`src/rtl/dmem_portb_arbiter.sv`:
```
// Round-robin arbiter for data-memory port B (debug host vs. loader/DMA) with bounded locked bursts.
// Build option: DMEM_ARB_FIXED_PRIO_EN gives requester 0 absolute priority and unbounded locking.
module dmem_portb_arbiter #(
    parameter int MAX_BURST = 8,
    parameter int CNT_W     = 8
) (
    input  logic        clk,
    input  logic        rst_n,
    input  logic        req0,
    input  logic        req1,
    input  logic        lock0,
    input  logic        lock1,
    input  logic [3:0]  we0,
    input  logic [3:0]  we1,
    input  logic [31:0] addr0,
    input  logic [31:0] addr1,
    input  logic [31:0] wd0,
    input  logic [31:0] wd1,
    output logic        gnt0,
    output logic        gnt1,
    output logic        rvalid0,
    output logic        rvalid1,
    output logic [31:0] rdata0,
    output logic [31:0] rdata1,
    output logic [3:0]  ram_we,
    output logic [31:0] ram_addr,
    output logic [31:0] ram_din,
    input  logic [31:0] ram_dout
);

    typedef struct packed {
        logic [3:0]  we;
        logic [31:0] addr;
        logic [31:0] wd;
    } acc_t;

`ifdef DMEM_ARB_FIXED_PRIO_EN
    localparam logic [CNT_W-1:0] CNT_SAT = '1;
`else
    localparam logic [CNT_W-1:0] CNT_SAT = CNT_W'(MAX_BURST);
`endif

    logic             last, owner, rd_pend, rd_tag;
    logic [CNT_W-1:0] burst_cnt, cnt_nxt;
    logic [1:0]       req, lock;
    acc_t             acc [2];
    acc_t             sel;
    logic             any_req, win, burst_act, lock_ok;

    assign req     = {req1, req0};
    assign lock    = {lock1, lock0};
    assign acc[0]  = '{we: we0, addr: addr0, wd: wd0};
    assign acc[1]  = '{we: we1, addr: addr1, wd: wd1};
    assign any_req = |req;

    // A burst stays live only while its owner keeps requesting.
    assign burst_act = (burst_cnt != '0) && req[owner];

    always_comb begin
        win = 1'b0;
`ifdef DMEM_ARB_FIXED_PRIO_EN
        win = ~req[0];
`else
        if (&req) begin
            if (burst_act)
                win = (burst_cnt == CNT_SAT) ? ~owner : owner;
            else
                win = ~last;
        end else begin
            win = req[1];
        end
`endif
    end

`ifdef DMEM_ARB_FIXED_PRIO_EN
    assign lock_ok = lock[win] && !win;
`else
    assign lock_ok = lock[win];
`endif

    always_comb begin
        cnt_nxt = '0;
        if (lock_ok) begin
            if (win == owner && burst_act)
                cnt_nxt = (burst_cnt == CNT_SAT) ? burst_cnt : burst_cnt + CNT_W'(1);
            else
                cnt_nxt = CNT_W'(1);
        end
    end

    assign sel      = acc[win];
    assign gnt0     = any_req && !win;
    assign gnt1     = any_req && win;
    assign ram_we   = any_req ? sel.we   : 4'b0;
    assign ram_addr = any_req ? sel.addr : 32'b0;
    assign ram_din  = any_req ? sel.wd   : 32'b0;

    always_ff @(posedge clk or negedge rst_n) begin
        if (!rst_n) begin
            last      <= 1'b1;
            owner     <= 1'b0;
            burst_cnt <= '0;
            rd_pend   <= 1'b0;
            rd_tag    <= 1'b0;
        end else if (any_req) begin
            last      <= win;
            owner     <= win;
            burst_cnt <= cnt_nxt;
            rd_pend   <= (sel.we == 4'b0);
            rd_tag    <= win;
        end else begin
            rd_pend   <= 1'b0;
        end
    end

    // Read data is steered by the registered tag, so it clears with reset immediately.
    assign rvalid0 = rd_pend && !rd_tag;
    assign rvalid1 = rd_pend && rd_tag;
    assign rdata0  = rvalid0 ? ram_dout : 32'b0;
    assign rdata1  = rvalid1 ? ram_dout : 32'b0;

endmodule

```
`config.mk`:
```
export PLATFORM = sky130hd
export DESIGN_NAME = dmem_portb_arbiter
export DESIGN_NICKNAME = d
export VERILOG_FILES = /design/src/rtl/dmem_portb_arbiter.sv
export SDC_FILE = /design/constraint.sdc
export NUM_CORES = 1
export LEC_CHECK = 0
export ABC_CLOCK_PERIOD_IN_PS = 2800
export CORE_AREA = 2 2 121 123
export CTS_CLUSTER_SIZE = 24
export DETAILED_ROUTE_END_ITERATION = 10
export DIE_AREA = 0 0 123 125
export GPL_TIMING_DRIVEN = 0
export SLEW_MARGIN = 5
export SYNTH_ARGS = -nofsm -noshare
export SYNTH_HDL_FRONTEND = slang
export SYNTH_SLANG_ARGS = --single-unit
```
`constraint.sdc`:
```
create_clock -name clk -period 2.8 [get_ports clk]
set_input_delay 0.56 -clock clk [delete_from_list [all_inputs] [get_ports clk]]
set_output_delay 0.56 -clock clk [all_outputs]
set_load 0.005 [all_outputs]
```
==> results of run 1 <==
## worst max path at each step
stage / to / slack (ps) / depth (start not counted)
final: ram_addr[2] / -160 / 7
after global routing: ram_addr[5] / -270 / 11
after CTS: ram_addr[4] / -240 / 11
after detailed placement: ram_din[14] / -1310 / 10
after global placement: ram_din[14] / -1290 / 10
after floorplan: ram_din[10] / 190 / 10
## routing by layer
layer | wire, um | up-vias | share of wire | global-route usage
met5 | 0 | - | 0 | 0
met4 | 325 | 0 | 0.024 | 0.04479
met3 | 1087 | 24 | 0.079 | 0.03513
met2 | 7043 | 215 | 0.51 | 0.2957
met1 | 5256 | 1813 | 0.38 | 0.1761
li1 | - | 1947 | - | -
## sequential cells by signal, indices dropped and copies added, names as in the netlist
signal,cells
rd_pend,1
rd_tag,1
burst_cnt,8
last,1
## metrics by stage
stage	util	cells
2_1_floorplan	-	372
3_3_place_gp	0.3806	865
3_5_place_dp	0.3806	865
4_1_cts	0.3931	879
5_1_grt	0.4261	902
6_report	0.4261	902
## what timing repair did
item	4_1_cts	5_1_grt
endpoints found under the setup margin	70	99
cloned	0	7
endpoints found under the hold margin	0	0
pin swaps	5	10
setup buffers	10	16
resized for setup	178	217
## layout make-up
class	instances	share of cell area
Timing Repair Buffer	342	0.5369
Multi-Input combinational cell	324	0.3111
Buffer	32	0.05168
Sequential cell	11	0.04610
Tap cell	184	0.03804
Clock buffer	4	0.01302
Inverter	5	0.003101
## cells in the mapped netlist, drive strengths merged
master / number
nand2: 134
and2: 33
or2: 1
nand2b: 1
a211o: 1
dfrtp: 10
a21o: 2
and4: 1
a32oi: 1
ha: 2
o21a: 1
o31ai: 1
a221o: 2
mux2: 2
a21bo: 1
a22o: 1
buf: 4
nor4: 3
inv: 5
nor3: 4
o21ai: 71
a21boi: 1
o41ai: 1
a22oi: 1
or4b: 2
mux2i: 5
nor2b: 2
nand4: 1
and3: 34
clkbuf: 28
nor2: 10
dfstp: 1
nand3: 5
## power by group through the flow
stage          Clock (uW)  Combinational (uW)  Sequential [uW]
3_3_place_gp            0                1140              185
4_1_cts               266                1160              182
5_1_grt               277                1470              184
6_report              261                1360              182
2_1_floorplan           0                 369              182
3_5_place_dp            0                1150              185
## cells by family (layout without fill, tap and decap cells)
group / Yosys count / in the layout
buffers and inverters: 37 / 383
AOI/OAI and AO/OA: 84 / 84
and+or+nand+nor: 231 / 231
DFF: 11 / 11
adders and majority gates: 2 / 2
muxes: 7 / 7
## cell usage in the layout, fill, tap and decap left out, types with 9 or more instances in the layout
cell	n
nand2_1	124
clkbuf_2	10
o21ai_2	34
dlymetal6s2s_1	18
and2_1	33
clkdlybuf4s50_1	239
clkbuf_16	10
o21ai_1	14
o21ai_0	20
clkbuf_1	12
buf_2	44
nand2_2	9
buf_4	24
and3_1	34
## worst reg2reg max path, cell delays in order (launching register included)
cell and delay (ps):
dfrtp_1 380, inv_2 70, ha_1 150, nor2b_4 190
o21ai_2 90, buf_4 140, or4b_4 490, a21bo_2 260
o21ai_2 270, mux2_2 370
==> metrics.md, run 1 <==
| Metric | Value |
|---|---|
| Status | `complete, but fails checks` |
| Violated checks | `negative setup slack` |
| Cts hold-fix bufs | `0` |
| Synth Warn # | `0` |
| Root Buffer | `clkbuf_16` |
| Register Area | `279.0 um^2` |
| Drt pass-1 iters | `4` |
| Setup CP Type | `register to output pin` |
| Avg WL per Cell | `15.20 um` |
| # port buffers | `309` |
| CP Launch Type | `register` |
| P_int | `1172 uW` |
| PD cells | `298.2 nW/um^2` |
| DIE AREA | `15380 um^2` |
| Post-route setup TNS | `-1229 ps` |
| Post-layout nets | `895` |
| Max clock buf depth | `2` |
| Max_slew headroom | `0.5734` |
| Pre-CTS setup slack | `-1309 ps` |
| Min setup slack post-route | `-163.5 ps` |
| Switching power | `632.5 uW` |
| Vias per cell | `4.433` |
| F_max | `0.3374 GHz` |
| Max Slew Vio Count | `0` |
| Worst IR drop on VDD | `171.8 uV` |
| Synth Area per Inst | `5.597 um^2` |
| Final min period | `2963 ps` |
| Worst EP required | `2240 ps` |
| Sequential share of power | `0.101` |
| DIE HEIGHT | `125 um` |
| Largest family of logic cells by synthesized area | `simple AND/OR/NAND/NOR gates` |
| Worst Reg-to-Reg Cells | `9` |
| Total power | `1805 uW` |
| Core Footprint | `14200 um^2` |
| Clock latency on the worst-skew pair | `240 ps` |
| Largest net degree at the start of global routing | `12` |
| Final Hold Fails | `0` |
| Vias in the first global route | `3789` |
| RSZ-0062 raised after global routing | `yes` |
| Mux cell area share after synthesis | `0.03486` |
| TritonCTS clock tree | `done` |
| Post-route DRC | `0` |
| Die Wd | `123 um` |
| Share of layout cells above drive strength 1 | `0.2368` |
| Syn Nets | `548` |
| Compound-Gate Fraction of Synth Area | `0.2254` |
| XOR/XNOR Fraction of Synth Area | `0` |
| Net Sw Frac | `0.3504` |
| Area grow syn2layout | `190.7%` |
| Clock sinks | `11` |
| Crit Path Max Fanout | `10` |
| Critical Path AT | `2400 ps` |
| Worst Hold Slack | `508.6 ps` |
| Initial DRC count | `105` |
| Max Cap Viol | `0` |
| CP startpoint | `burst_cnt[4]$_DFFE_PN0P_` |
| Worst-case clock skew | `0.9238 ps` |
| Synth area leaders | `nand2_1, o21ai_0, dfrtp_1` |
| Comb power frac | `0.755` |
| Design area | `6052 um^2` |
| Placed cell area | `5405 um^2` |
| Yosys cell types | `38` |
| Worst-Margin Slew | `637.5 ps` |
| Critical path buffers and inverters | `3` |
| Crit share post-route | `1.058` |
| Hold Startpoint | `last$_DFFE_PN1N_` |
| Yosys top cell by area | `nand2_1` |
| GRT Total Usage | `0.1582` |
| Worst R2R Setup Slack | `280 ps` |
| Initial antenna violation count | `0` |
| RePlAce Congestion | `0.8778` |
| FP Rows | `44` |
| Worst path max stage delay | `530 ps` |
| Worst reg2reg path startpoint | `burst_cnt[1]$_DFFE_PN0P_` |
| Post-DRT Antenna Nets | `0` |
| Clk pwr share | `0.145` |
| Worst hold stages | `1` |
| DP HPWL | `10.90 mm` |
| I/O pins | `310` |
| Hold Path Class | `register to register` |
| Post-Synth Adder-Cell Area | `0.01202` |
| Final setup fails | `21` |
| Footprint of the multi-input gates | `1883 um^2` |
| Area of the mapped netlist | `2082 um^2` |
| Grt ovf | `0` |
| Worst Hold Path EP | `last$_DFFE_PN1N_` |
| First-pass GRT wire length | `19.43 mm` |
| CP max-delay cell | `clkdlybuf4s50_1` |
| CP Cell Sequence | `nor4_4, and4_4, nor3_2, buf_4, clkbuf_4, o21ai_0, clkdlybuf4s50_1` |
| CP top delay family | `buffers and inverters` |
| Filler cells | `1460` |
| Share of the synthesized area in the top cell type | `0.2416` |
| Leakage | `0.002905 uW` |
| Post-Syn Instances | `372` |
| Synth Register Bits | `11` |
| Register area share after synthesis | `0.1328` |
| DRT Wirelength | `13.71 mm` |
| Area share of and/or/nand/nor cells after synthesis | `0.5264` |
| CTS H-tree depth | `1` |
| CTS Buf Count | `3` |
| Worst-path clk slew | `40 ps` |
| R2r endpoint | `burst_cnt[0]$_DFFE_PN0P_` |
| ANT cells | `0` |
| Initial Util | `0.1466` |
| Vias | `3999` |
| CP endpoint kind | `output pin` |
(Power assumes the default switching activity.)
==> inputs of run 2 (changes only) <==
--- a/config.mk
+++ b/config.mk
@@ -11,6 +11,7 @@
 export DETAILED_ROUTE_END_ITERATION = 10
 export DIE_AREA = 0 0 123 125
 export GPL_TIMING_DRIVEN = 0
+export RECOVER_POWER = 50
 export SLEW_MARGIN = 5
 export SYNTH_ARGS = -nofsm -noshare
 export SYNTH_HDL_FRONTEND = slang
==> metrics.md, run 2 (synthesis gave the netlist of run 1 again) <==
| Metric | Value |
|---|---|
| DIE AREA | `15380 um^2 (unchanged)` |
| Avg WL per Cell | `15.20 um (about the same)` |
| RSZ-0062 raised after global routing | `yes` |
| CP endpoint kind | `output pin` |
| Root Buffer | `clkbuf_16` |
| Violated checks | `negative setup slack` |
| Final Hold Fails | `0 (unchanged)` |
| Vias in the first global route | `3789 (unchanged)` |
| Crit share post-route | `1.059 (about the same)` |
| Worst-case clock skew | `0.9238 ps (unchanged)` |
| Max reg flops | `8 (unchanged)` |
| Area grow syn2layout | `190.7% (unchanged)` |
| Register Area | `279.0 um^2 (unchanged)` |
| Hold Startpoint | `last$_DFFE_PN1N_` |
| Share of layout cells above drive strength 1 | `0.2368 (unchanged)` |
| Final Util | `0.4261 (unchanged)` |
| Hold Path Class | `register to register` |
| Status | `complete, but fails checks` |
| Worst R2R Setup Slack | `280 ps (about the same)` |
| Worst EP required | `2240 ps (about the same)` |
| Grt ovf | `0 (unchanged)` |
| FP Rows | `44 (unchanged)` |
| Crit Path Max Fanout | `10 (unchanged)` |
| Footprint of the multi-input gates | `1883 um^2 (unchanged)` |
| TritonCTS clock tree | `done` |
| F_max | `0.3372 GHz (about the same)` |
| Largest net degree at the start of global routing | `12 (unchanged)` |
| Worst-path clk slew | `40 ps (about the same)` |
| DP HPWL | `10.90 mm (unchanged)` |
| Post-DRT Antenna Nets | `0 (unchanged)` |
| Min setup slack post-route | `-165.5 ps (-2.068 ps)` |
| I/O pins | `310 (unchanged)` |
| Max_slew headroom | `0.5734 (unchanged)` |
| Critical Path AT | `2410 ps (about the same)` |
| DIE HEIGHT | `125 um (unchanged)` |
| RePlAce Congestion | `0.8778 (unchanged)` |
| CP startpoint | `burst_cnt[4]$_DFFE_PN0P_` |
| Worst Reg-to-Reg Cells | `9 (unchanged)` |
| Final setup fails | `21 (unchanged)` |
| Total power | `1804 uW (about the same)` |
| Max clock buf depth | `2 (unchanged)` |
| ANT cells | `0 (unchanged)` |
| Post-route DRC | `0 (unchanged)` |
| First-pass GRT wire length | `19.43 mm (unchanged)` |
| Leakage | `0.002906 uW (about the same)` |
| GRT Total Usage | `0.1582 (unchanged)` |
| Worst-Margin Slew | `637.5 ps (unchanged)` |
| CTS Buf Count | `3 (unchanged)` |
| Most common cell after layout, fill and taps aside | `clkdlybuf4s50_1` |
| Clock latency on the worst-skew pair | `240 ps (about the same)` |
| # port buffers | `309 (unchanged)` |
| Worst hold stages | `1 (unchanged)` |
| Drt pass-1 iters | `4 (unchanged)` |
| Max Cap Viol | `0 (unchanged)` |
| Initial antenna violation count | `0 (unchanged)` |
| Core Footprint | `14200 um^2 (unchanged)` |
| Cts hold-fix bufs | `0 (unchanged)` |
| Largest reg by FF count | `burst_cnt` |
| Vias | `4004 (+0.13%)` |
| Clock sinks | `11 (unchanged)` |
| Die Wd | `123 um (unchanged)` |
| CTS H-tree depth | `1 (unchanged)` |
| Commonest non-fill, non-tap cells in the layout | `clkdlybuf4s50_1, nand2_1, buf_2` |
| Filler cells | `1460 (unchanged)` |
| Post-layout nets | `895 (unchanged)` |
| Max Slew Vio Count | `0 (unchanged)` |
| Initial DRC count | `108 (+2.9%)` |
| Final min period | `2966 ps (+2.068 ps)` |
| PD cells | `298.1 nW/um^2 (about the same)` |
| Vias per cell | `4.439 (+0.13%)` |
| CP Launch Type | `register` |
| Worst reg2reg path startpoint | `burst_cnt[1]$_DFFE_PN0P_` |
| Worst IR drop on VDD | `171.8 uV (about the same)` |
| Initial Util | `0.1466 (unchanged)` |
| DRT Wirelength | `13.71 mm (about the same)` |
| Setup CP Type | `register to output pin` |
## run 2: worst max-delay path: stages, from the launching register on
cell	delay [ps]
dfrtp_2	410
nor4_4	340
and4_4	290
nor3_2	40
buf_4	160
clkbuf_4	210
o21ai_0	190
clkdlybuf4s50_1	530
## run 2: layout make-up
class                           instances  share of cell area
Timing Repair Buffer                  342              0.5369
Clock buffer                            4             0.01302
Tap cell                              184             0.03804
Multi-Input combinational cell        324              0.3111
Inverter                                5            0.003101
Buffer                                 32             0.05168
Sequential cell                        11             0.04610
## run 2: report_power, final
group / internal (uW) / switching [uW]
Clock: 191 / 69.9
Sequential: 173 / 8.87
Combinational: 808 / 553
Total: 1170 / 632
## run 2: path summary, 6_finish.rpt
check | end
max | ram_addr[2]
min | last$_DFFE_PN1N_
max reg2reg | burst_cnt[0]$_DFFE_PN0P_
min reg2reg | last$_DFFE_PN1N_
max in group asynchronous | burst_cnt[4]$_DFFE_PN0P_
min in group asynchronous | burst_cnt[0]$_DFFE_PN0P_
## run 2: through the flow
| step | cells | TNS [ps] | hold slack (ps) | worst slack [ps] | cell area (um^2) |
|---|---|---|---|---|---|
| detailed placement | 865 | -72310 | 504.3 | -1309 | 5405 |
| floorplan | 372 | 0 | 264.4 | 191.5 | 2082 |
| global placement | 865 | -70120 | 500.5 | -1289 | 5405 |
| CTS | 879 | -5192 | 510.6 | -242.3 | 5584 |
| finish | 902 | -1233 | 508.6 | -165.5 | 6052 |
| global route | 902 | -6026 | 519.8 | -273.5 | 6052 |
## run 2: per-layer routing
metal | part of all wire | vias up | GRT usage | wire [um]
li1 | - | 1947 | - | -
met1 | 0.38 | 1815 | 0.1761 | 5219
met2 | 0.51 | 218 | 0.2957 | 7036
met3 | 0.082 | 24 | 0.03513 | 1125
met4 | 0.024 | 0 | 0.04479 | 327
met5 | 0 | - | 0 | 0
## run 2: timing repair
action,4_1_cts,5_1_grt
cloned,0,7
endpoints found under the setup margin,70,99
pin swaps,5,10
setup buffers,10,16
gates resized for setup,178,217
==> inputs of run 3 (changes only) <==
--- a/config.mk
+++ b/config.mk
@@ -5,11 +5,11 @@
 export SDC_FILE = /design/constraint.sdc
 export NUM_CORES = 1
 export LEC_CHECK = 0
-export ABC_CLOCK_PERIOD_IN_PS = 2800
-export CORE_AREA = 2 2 121 123
+export ABC_CLOCK_PERIOD_IN_PS = 3500
+export CORE_AREA = 2 2 120 122
 export CTS_CLUSTER_SIZE = 24
 export DETAILED_ROUTE_END_ITERATION = 10
-export DIE_AREA = 0 0 123 125
+export DIE_AREA = 0 0 122 124
 export GPL_TIMING_DRIVEN = 0
 export RECOVER_POWER = 50
 export SLEW_MARGIN = 5
==> constraint.sdc (replaced) <==
create_clock -name clk -period 3.5 [get_ports clk]
set_input_delay 0.7 -clock clk [delete_from_list [all_inputs] [get_ports clk]]
set_output_delay 0.7 -clock clk [all_outputs]
set_load 0.005 [all_outputs]
==> metrics.md, run 3 (synthesis gave the netlist of run 1 again) <==
| Metric | Value |
|---|---|
| Status | `finished clean` |
| Root Buffer | `clkbuf_16` |
| R2r endpoint | `burst_cnt[0]$_DFFE_PN0P_` |
| Largest net degree at the start of global routing | `12 (unchanged)` |
| F_max | `0.2935 GHz` |
| Initial Util | `0.1518 (+0.005173)` |
| Most common cell on crit path | `buf_6` |
| Vias per cell | `4.388 (-1.1%)` |
| Max Slew Vio Count | `0 (unchanged)` |
| Placed cell area | `5400 um^2 (about the same)` |
| Worst-Margin Slew | `1011 ps (+373.4 ps)` |
| CP max-delay cell | `clkdlybuf4s50_1` |
| Commonest non-fill, non-tap cells in the layout | `clkdlybuf4s50_1, nand2_1, o21ai_0` |
| Clock sinks | `11 (unchanged)` |
| Die Wd | `122 um (-0.81%)` |
| Grt ovf | `0 (unchanged)` |
| Final min period | `3407 ps` |
| Initial DRC count | `133 (+23%)` |
| Worst path max stage delay | `560 ps (+30 ps)` |
| Worst EP required | `2800 ps (+560 ps)` |
| CTS Buf Count | `3 (unchanged)` |
| Vias | `3809 (-4.9%)` |
| Clk pwr share | `0.162 (+0.017)` |
| Critical Path AT | `2710 ps (+300 ps)` |
| TritonCTS clock tree | `done` |
| Comb power frac | `0.724 (-0.031)` |
| CP Launch Type | `register` |
| Worst-path clk slew | `40 ps (about the same)` |
| PD cells | `227.7 nW/um^2 (-24%)` |
| DIE HEIGHT | `124 um (-0.80%)` |
| Worst-case clock skew | `1.038 ps (+0.1139 ps)` |
| Hold Startpoint | `last$_DFFE_PN1N_` |
| Largest reg by FF count | `burst_cnt` |
| Core Footprint | `13720 um^2 (-3.4%)` |
| Post-route DRC | `0 (unchanged)` |
| Drt pass-1 iters | `4 (unchanged)` |
| Worst reg2reg path startpoint | `burst_cnt[3]$_DFFE_PN0P_` |
| First-pass GRT wire length | `19.69 mm (+1.3%)` |
| RSZ-0062 raised after global routing | `yes` |
| CP Cell Sequence | `inv_1, ha_1, nor2b_4, and4_4, nor3_2, buf_4, buf_6, buf_6, mux2i_2, nor2_2, clkdlybuf4s50_1` |
| Leakage | `0.002750 uW (-5.4%)` |
| Crit Path Max Fanout | `10 (unchanged)` |
| DRT Wirelength | `13.31 mm (-2.9%)` |
| ANT cells | `0 (unchanged)` |
| # port buffers | `309 (unchanged)` |
| Worst IR drop on VDD | `110.0 uV (-36%)` |
| GRT Total Usage | `0.1630 (+0.004791)` |
| Worst Reg-to-Reg Cells | `6 (-3)` |
| CTS H-tree depth | `1 (unchanged)` |
| Most common cell after layout, fill and taps aside | `clkdlybuf4s50_1` |
| Setup CP Type | `register to output pin` |
| RePlAce Congestion | `0.8736 (-0.48%)` |
| Initial antenna violation count | `1 (+1)` |
| Avg WL per Cell | `15.33 um (+0.86%)` |
| Final setup fails | `0 (-100%)` |
| Worst Hold Path EP | `last$_DFFE_PN1N_` |
| DP HPWL | `11.06 mm (+1.5%)` |
| Worst Hold Slack | `512.2 ps (+3.562 ps)` |
| Switching power | `436.9 uW (-31%)` |
| Post-layout nets | `865 (-3.4%)` |
| Sequential share of power | `0.114 (+0.013)` |
| Net Sw Frac | `0.3395 (-0.01089)` |
| Vias in the first global route | `3806 (+0.45%)` |
| Share of layout cells above drive strength 1 | `0.06105 (-0.1757)` |
| Max_slew headroom | `0.3200 (-0.2534)` |
| Hold Path Class | `register to register` |
| Worst R2R Setup Slack | `510 ps (+230 ps)` |
| Max clock buf depth | `2 (unchanged)` |
| Filler cells | `1421 (-2.7%)` |
| Post-route setup TNS | `0 ps (+1233 ps)` |
| Final Hold Fails | `0 (unchanged)` |
| Clock latency on the worst-skew pair | `240 ps (about the same)` |
| FP Rows | `43 (-2.3%)` |
| P_int | `849.9 uW (-27%)` |
| Area grow syn2layout | `171.5%` |
| Worst hold stages | `1 (unchanged)` |
| CP endpoint kind | `output pin` |
| Crit share post-route | `0.9734` |
| I/O pins | `310 (unchanged)` |
| DIE AREA | `15130 um^2 (-1.6%)` |
| Max reg flops | `8 (unchanged)` |
| Max Cap Viol | `0 (unchanged)` |
| Post-DRT Antenna Nets | `0 (unchanged)` |
| Design area | `5652 um^2 (-6.6%)` |
## run 3: through the flow
stage	power, uW	std cells	utilization	setup WS [ps]
floorplan	440.4	372	-	751.5
global placement	1059	861	0.3936	-813.7
detailed placement	1067	861	0.3936	-842.2
CTS	1316	868	0.4067	56.33
global route	1385	868	0.4119	-81.77
finish	1287	868	0.4119	93.25
## run 3: critical path, delay by kind of cell, from the launching register on
kind / cells / cell delay (ps)
AND/OR/NAND/NOR: 4 / 640
flip-flops: 1 / 400
buffers and inverters: 5 / 1100
multiplexers: 1 / 150
adder cells (fa/ha/maj): 1 / 180
## run 3: final cells by class
type / count / area (um^2) / share of cell area
Timing Repair Buffer: 312 / 3162 / 0.5594
Multi-Input combinational cell: 324 / 1697 / 0.3002
Sequential cell: 11 / 277.8 / 0.04915
Tap cell: 180 / 225.2 / 0.03985
Buffer: 32 / 191.4 / 0.03387
Clock buffer: 3 / 75.07 / 0.01328
Inverter: 5 / 18.77 / 0.003321
Clock inverter: 1 / 5.005 / 0.0008855
## run 3: per-layer routing
metal	global-route usage	routed length [um]
met5	0	13
met4	0.05029	342
met2	0.3069	6772
met3	0.05769	1409
met1	0.1690	4768
## run 3: how the worst max path moves through the flow
stage	from	end	slack [ps]
floorplan	burst_cnt[0]$_DFFE_PN0P_	ram_din[10]	750
detailed placement	req0	ram_din[17]	-840
finish	burst_cnt[0]$_DFFE_PN0P_	ram_we[1]	90
global placement	req0	ram_din[20]	-810
global route	burst_cnt[0]$_DFFE_PN0P_	ram_addr[3]	-80
CTS	burst_cnt[0]$_DFFE_PN0P_	ram_we[1]	60
## run 3: power groups by stage
stage	clock, uW	sequential [uW]	combinational, uW
finish	208	146	932
global route	220	148	1020
CTS	211	147	958
detailed placement	0	148	919
global placement	0	148	912
floorplan	0	145	295
## run 3: timing repair
item	CTS	global route
pin swaps	1	0
gates cloned	1	0
resized for setup	43	41
endpoints found under the setup margin	70	65
buffers inserted	2	0
endpoints found under the hold margin	0	0
hold buffers	0	0
